**src/rtl/gcd_operand_loader.sv**
```systemverilog
// Byte-stream feeder for the subtractive GCD: packs two LE 32-bit operands.
// Optional zero-operand rejection when GCD_LOADER_ZERO_CHECK_EN is defined.
module gcd_operand_loader #(
  parameter int TIMEOUT_CYCLES = 1024
) (
  input  logic        clk,
  input  logic        rst,
  input  logic [7:0]  s_data,
  input  logic        s_valid,
  output logic        s_ready,
  output logic [31:0] din1,
  output logic [31:0] din2,
  output logic        din_rdy,
  input  logic        dout_rdy,
  output logic        busy,
  output logic        timeout,
  output logic        err_zero
);

  typedef enum logic [1:0] {
    LOAD_A,
    LOAD_B,
    ISSUE,
    WAIT
  } state_t;

  localparam int WDW =
    (TIMEOUT_CYCLES > 1) ? $clog2(TIMEOUT_CYCLES) : 1;
  localparam logic [WDW-1:0] WD_LAST =
    WDW'((TIMEOUT_CYCLES > 0) ? TIMEOUT_CYCLES - 1 : 0);

  state_t          state_q, state_d;
  logic [1:0]      cnt_q, cnt_d;
  logic [31:0]     a_q, a_d;
  logic [23:0]     b_q, b_d;
  logic [31:0]     din1_q, din1_d;
  logic [31:0]     din2_q, din2_d;
  logic [WDW-1:0]  wd_q, wd_d;
  logic            dout_rdy_q;
  logic            to_q, to_d;
  logic            ez_q, ez_d;

  logic            accept;
  logic            done;
  logic            expire;
  logic            zero_hit;
  logic [31:0]     b_full;

  assign s_ready = (state_q == LOAD_A) || (state_q == LOAD_B);
  assign accept  = s_valid && s_ready;
  assign done    = dout_rdy && !dout_rdy_q;
  assign expire  = (TIMEOUT_CYCLES != 0) && (wd_q == WD_LAST);
  // B is only complete together with the byte arriving now
  assign b_full  = {s_data, b_q};

`ifdef GCD_LOADER_ZERO_CHECK_EN
  assign zero_hit = (a_q == 32'd0) || (b_full == 32'd0);
`else
  assign zero_hit = 1'b0;
`endif

  always_comb begin
    state_d = state_q;
    cnt_d   = cnt_q;
    a_d     = a_q;
    b_d     = b_q;
    din1_d  = din1_q;
    din2_d  = din2_q;
    wd_d    = wd_q;
    to_d    = 1'b0;
    ez_d    = 1'b0;
    unique case (state_q)
      LOAD_A: begin
        if (accept) begin
          a_d[{cnt_q, 3'b000} +: 8] = s_data;
          cnt_d = cnt_q + 2'd1;
          if (cnt_q == 2'd3) state_d = LOAD_B;
        end
      end
      LOAD_B: begin
        if (accept) begin
          cnt_d = cnt_q + 2'd1;
          if (cnt_q != 2'd3) begin
            b_d[{cnt_q, 3'b000} +: 8] = s_data;
          end else if (zero_hit) begin
            state_d = LOAD_A;
            ez_d    = 1'b1;
          end else begin
            state_d = ISSUE;
            din1_d  = a_q;
            din2_d  = b_full;
          end
        end
      end
      ISSUE: begin
        state_d = WAIT;
        wd_d    = '0;
      end
      WAIT: begin
        wd_d = wd_q + 1'b1;
        if (done) begin
          state_d = LOAD_A;
        end else if (expire) begin
          state_d = LOAD_A;
          to_d    = 1'b1;
        end
      end
      default: state_d = LOAD_A;
    endcase
  end

  always_ff @(posedge clk) begin
    if (rst) begin
      state_q    <= LOAD_A;
      cnt_q      <= '0;
      a_q        <= '0;
      b_q        <= '0;
      din1_q     <= '0;
      din2_q     <= '0;
      wd_q       <= '0;
      dout_rdy_q <= 1'b0;
      to_q       <= 1'b0;
      ez_q       <= 1'b0;
    end else begin
      state_q    <= state_d;
      cnt_q      <= cnt_d;
      a_q        <= a_d;
      b_q        <= b_d;
      din1_q     <= din1_d;
      din2_q     <= din2_d;
      wd_q       <= wd_d;
      dout_rdy_q <= dout_rdy;
      to_q       <= to_d;
      ez_q       <= ez_d;
    end
  end

  assign din1     = din1_q;
  assign din2     = din2_q;
  assign din_rdy  = (state_q == ISSUE);
  assign busy     = (state_q == ISSUE) || (state_q == WAIT);
  assign timeout  = to_q;
  assign err_zero = ez_q;

endmodule

```
**config.mk**
```make
export PLATFORM = sky130hd
export DESIGN_NAME = gcd_operand_loader
export DESIGN_NICKNAME = d
export VERILOG_FILES = /design/src/rtl/gcd_operand_loader.sv
export SDC_FILE = /design/constraint.sdc
export NUM_CORES = 1
export LEC_CHECK = 0
export CAP_MARGIN = 0
export CORE_UTILIZATION = 41
export DETAILED_ROUTE_END_ITERATION = 10
export GPL_TIMING_DRIVEN = 0
export PLACE_DENSITY_LB_ADDON = 0.2
export SLEW_MARGIN = 30
export SYNTH_ARGS = -nofsm -noshare
export SYNTH_HDL_FRONTEND = slang
export SYNTH_SLANG_ARGS = --single-unit
export TNS_END_PERCENT = 100
```
**constraint.sdc**
```tcl
create_clock -name clk -period 2.61 [get_ports clk]
set_clock_uncertainty 0.15 [all_clocks]
set_input_delay 0.3915 -clock clk [delete_from_list [all_inputs] [get_ports clk]]
set_output_delay 0.3915 -clock clk [all_outputs]
set_load 0.02 [all_outputs]
```
==> flow_summary.yaml, run 1 <==
timing:
  period_share_pct: 94.1
  finalMaxSlewViolations: 0
  setup_slack_ns: 0.154
  tns_ns: 0
  worst_slew_pin_slew_ns: 0.681
  whs_ns: 0.151
  final_hold_viol_count: 0
  period_needed_ns: 2.46
  setup_viol: 0
  rsz0062_at_grt: "no"
  maxSlewHeadroom_pct: 54.6
  timing.fmax_ghz: 0.407
layout:
  syn2layout_area_growth_pct: 28.9
  final_nets: 756
  ff_latch_area_sq_um: 2720
  drive_gt1_share_pct: 10.2
  nFillCells: 1195
  num_antenna_cells: 0
  multi_input_area_sq_um: 2230
flow_run:
  maxCapViolCount: 0
route:
  drt-initial-drc-count: 306
  wl_per_cell_um: 14.3
  totalWireLength_um: 13100
  vias_per_cell: 5.10
  drc: 0
  drt_pass1_iterations: 5
  ant_nets: 0
  vias: 4685
floorplan:
  start_util_pct: 42.0
  die_w_um: 115
  fp.dieH_um: 115
  fp-row-count: 41
  fp.dieArea_sq_um: 13300
  coreArea_sq_um: 12600
  ios: 81
placed_design:
  pre_cts_ws_ns: 0.142
  dp_hpwl_um: 9060
  portBuffers: 70
  place.gp.congestion: 0.760
logic_synthesis:
  syn_area_per_cell_sq_um: 8.19
  synth_flop_cell: "dfxtp_1"
  netlist_area_sq_um: 5270
  asyncSetResetFlopFracSynth_pct: 0
  syn_nets: 667
  synth_edf_count: 0
  ys_ff_latch: 136
  ys_types: 41
  synth_warnings: 0
  ys_seq_area_share_pct: 51.6
  synthCells: 644
pwr:
  p_leak_nw: 2.34
  powerDensity_nw_per_um2: 749
  ir_drop_mv: 0.505
clock_network:
  cts_hold_buffers: 0
  htreeDepth: 4
  root_buffer: "clkbuf_16"
  cts_buffers: 17
  clockBufferDepth: 2
  clk_pin_slew_worst_paths_ns: 0.06
  cts_tree: "built"
  clock_sinks: 136
  worstSkewPairLatency_ns: 0.42
worst_setup_path:
  path_class: "reg2out"
  crit_arrival_ns: 1.91
  worstSetupStartpointType: "register"
  cp.required_ns: 2.07
  critPathMaxFanout: 9
  end_kind: "output port"
global_route:
  grt_use_total_pct: 20.9
  overflow: 0
  grt_pass1_vias: 4338
  grt_max_degree: 17
  antenna_found_initial: 0
  grt_pass1_wl_um: 21200
outcome:
  outcome: "finished, final reports clean"
hold_path:
  min_path_type: "in2reg"
[layout make-up]
class	count	share of cell area, %
Buffer	51	4.35
Clock buffer	19	6.52
Clock inverter	13	2.27
Inverter	8	0.442
Multi-Input combinational cell	449	32.9
Sequential cell	136	40.1
Tap cell	172	3.17
Timing Repair Buffer	70	10.3
[cells in the mapped netlist, types with 2 or more instances]
cell      count  share of area [%]
and2_1        4               0.47
o21ai_0       6               0.57
a22oi_1       8                1.1
clkbuf_1     14                1.0
buf_6         3               0.64
buf_2        17                1.6
nor3_1        4               0.38
dfxtp_1     136                 52
nor2_1       19                1.4
buf_4        16                2.3
and3_1        6               0.71
a41oi_1       2               0.33
a21oi_1     120                 11
nand3_1      53                5.0
or2_2         2               0.24
nand4_1       3               0.36
nand2_1     185                 13
or3_1         2               0.24
o211ai_1      2               0.28
ha_1         11                2.6
inv_1         6               0.43
nor3b_2       3               0.71
nor3b_1       2               0.28
mux2i_1       2               0.38
a311oi_1      2               0.33
[path summary, 6_finish.rpt]
kind,start,endpoint,slack [ns],cells after the start
min,s_data[7],din2[31],0.15,3
max reg2reg,cnt_q[0],a_q[15],0.42,6
min reg2reg,din2[30],din2[30],0.30,2
max,state_q[0],s_ready,0.15,5
[through the flow]
stage | utilization, % | std cells | cell area (sq um) | power, mW
floorplan | - | 644 | 5270 | 2.58
global placement | 49.2 | 886 | 6190 | 2.70
detailed placement | 49.2 | 886 | 6190 | 2.72
CTS | 54.0 | 918 | 6790 | 5.12
global route | 54.1 | 918 | 6790 | 5.26
finish | 54.1 | 918 | 6790 | 5.09
[state kept, by name, summed over array words and instances, names as in the netlist]
| register | flops |
|---|---|
| din1 | 32 |
| timeout | 1 |
| dout_rdy_q | 1 |
| b_q | 24 |
| cnt_q | 2 |
| wd_q | 10 |
| din2 | 32 |
| state_q | 2 |
| a_q | 32 |
[power by group]
part           switching (mW)  leakage [nW]  internal, mW
Combinational           0.350         0.957         0.174
Sequential             0.0351          1.10          2.12
Clock                   0.895         0.285          1.52
[critical path, stage by stage (launching register included)]
cell and delay, ns:
dfxtp_1 0.38, inv_1 0.09, ha_1 0.20, buf_2 0.17, or2_2 0.32, dlygate4sd2_1 0.34
[what timing repair did]
action	CTS	global route
endpoints found under the hold margin	0	0
buffers inserted	0	0
setup endpoints to repair	2	1
gates resized for setup	3	1
[layer usage]
layer / GRT usage, % / vias to the layer above / wire length (um)
li1: - / 2339 / -
met4: 9.26 / 0 / 178
met1: 28.4 / 2187 / 6080
met5: 0 / - / 0
met2: 31.9 / 145 / 6040
met3: 4.59 / 14 / 829
[cell usage in the layout, fill, tap and decap left out, types with 15 or more instances in the layout]
master	count
clkbuf_1	15
a21oi_1	120
clkdlybuf4s50_1	68
buf_2	17
buf_4	16
nand3_1	53
nor2_1	18
nand2_1	185
clkbuf_16	17
dfxtp_1	136
[kinds of logic (layout without fill, tap and decap cells)]
kind of cell	after synthesis	after routing	share of synthesized area, %
DFF	136	136	51.6
adders and majority gates	11	11	2.61
AOI/OAI and AO/OA	145	145	14.8
muxes	2	2	0.380
and+or+nand+nor	289	289	24.1
other	1	1	0.0711
buffers and inverters	59	161	6.17
xor gates and xnor gates	1	1	0.166
Note: power is estimated with default switching activity, not from simulation.
==> run 2, diff against run 1 <==
PLACE_DENSITY_LB_ADDON = not set   (was 0.2)
SETUP_SLACK_MARGIN = 0.4   (was not set)
clock period = 3.2 ns   (was 2.61 ns; I/O delays follow)
==> run 2 against run 1 <==
  * First-iteration DRC count down 19%
  * Critical path type unchanged
  * Sequential power down 18%
  * Total power down 23%
  * Global-route usage up 0.16 points
  * Final cell count down 0.33%
  * Die area unchanged
  * Critical endpoint is now busy
==> flow_summary.yaml, run 2 (same netlist as run 1, synthesis figures left out) <==
outcome:
  outcome: "finished, final reports clean"
pwr:
  p_leak_nw: 2.29
  powerDensity_nw_per_um2: 582
  ir_drop_mv: 0.350
worst_setup_path:
  reg2reg_to: "a_q[14]"
  r2r_start: "cnt_q[0]"
  path_class: "reg2out"
  end_kind: "output port"
  crit_arrival_ns: 2.03
  critPathMaxFanout: 7
  worstSetupStartpointType: "register"
  r2r_cells: 6
  r2r_slack_ns: 0.98
  cp.required_ns: 2.57
clock_network:
  clockBufferDepth: 2
  cts_tree: "built"
  cts_setup_buffers: 0
  worstSkewPairLatency_ns: 0.42
  clock_sinks: 136
  cts_buffers: 17
  htreeDepth: 4
  clk_pin_slew_worst_paths_ns: 0.05
  root_buffer: "clkbuf_16"
global_route:
  grt_max_degree: 17
  grt_pass1_wl_um: 21200
  globalRouteMet2Util_pct: 33.1
  grt_use_total_pct: 21.1
  busiest_layer: "met2"
  antenna_found_initial: 0
  grt_pass1_vias: 4303
  use_met1_pct: 27.3
  met3_usage_pct: 5.64
  overflow: 0
timing:
  worst_slew_pin_slew_ns: 0.674
  rsz0062_at_grt: "no"
  final_hold_viol_count: 0
  period_share_pct: 83.2
  whs_ns: 0.241
  maxSlewHeadroom_pct: 55.0
  setup_viol: 0
  tns_ns: 0
  timing.fmax_ghz: 0.376
  period_needed_ns: 2.66
  finalMaxSlewViolations: 0
hold_path:
  min_delay_worst_endpoint: "din2[31]"
  holdPathStages: 3
  min-delay-start: "s_data[7]"
  min_path_type: "in2reg"
floorplan:
  coreArea_sq_um: 12600
  start_util_pct: 42.0
  fp-row-count: 41
  fp.dieArea_sq_um: 13300
  ios: 81
  fp.dieH_um: 115
  die_w_um: 115
layout:
  syn2layout_area_growth_pct: 27.4
  final_util_pct: 53.4
  layout_common_cells: "nand2_1, dfxtp_1, a21oi_1"
  multi_input_area_sq_um: 2230
  num_antenna_cells: 0
  ff_latch_area_sq_um: 2720
  drive_gt1_share_pct: 9.29
  nFillCells: 1212
  mostFrequentLayoutCell: "nand2_1"
  stdcell_area_sq_um: 6720
  final_nets: 756
route:
  vias: 4624
  drc: 0
  drt-initial-drc-count: 249
  drt_pass1_iterations: 5
  vias_per_cell: 5.05
  totalWireLength_um: 13100
  wl_per_cell_um: 14.3
  ant_nets: 0
placed_design:
  postPlaceCellArea_sq_um: 6190
  dp_hpwl_um: 9050
  portBuffers: 70
  place.gp.congestion: 0.783
flow_run:
  maxCapViolCount: 0
run 2: layer usage:
metal | up-vias | wire, um
met5 | - | 0
met4 | 0 | 228
met3 | 22 | 777
met2 | 138 | 5960
met1 | 2130 | 6110
li1 | 2334 | -
run 2: critical path, cell delays in order, from the launching register on:
cell	delay, ns
dfxtp_1	0.38
inv_1	0.08
ha_1	0.29
nor2_4	0.19
inv_1	0.12
clkdlybuf4s50_1	0.55
run 2: where the power goes:
group          switching [mW]  total (mW)  internal, mW
logic                   0.284       0.428         0.144
registers              0.0280        1.76          1.73
clock network           0.668        1.72          1.06
total                   0.980        3.91          2.93
run 2: worst max path at each step:
| stage | startpoint | end | slack (ns) |
|---|---|---|---|
| after floorplan | cnt_q[0] | a_q[16] | 1.33 |
| after global placement | s_valid | din2[3] | 0.65 |
| after detailed placement | s_valid | din1[27] | 0.62 |
| after CTS | state_q[0] | s_ready | 0.44 |
| after global routing | state_q[0] | busy | 0.42 |
| final | state_q[0] | busy | 0.54 |
run 2: final cells by class:
type / instances / area share (%)
Buffer: 51 / 4.40
Clock buffer: 26 / 7.43
Clock inverter: 3 / 0.261
Inverter: 8 / 0.447
Multi-Input combinational cell: 449 / 33.2
Sequential cell: 136 / 40.5
Tap cell: 172 / 3.20
Timing Repair Buffer: 70 / 10.5
run 2: repair_timing:
action | 4_1_cts | 5_1_grt
setup endpoints to repair | 1 | 1
hold buffers | 0 | 0
resized for setup | 2 | 1
run 2: through the flow:
| step | setup WS, ns | cells | total power, mW |
|---|---|---|---|
| 2_1_floorplan | 1.33 | 644 | 2.10 |
| 3_3_place_gp | 0.648 | 886 | 2.20 |
| 3_5_place_dp | 0.617 | 886 | 2.21 |
| 4_1_cts | 0.437 | 915 | 3.94 |
| 5_1_grt | 0.418 | 915 | 4.05 |
| 6_report | 0.538 | 915 | 3.91 |
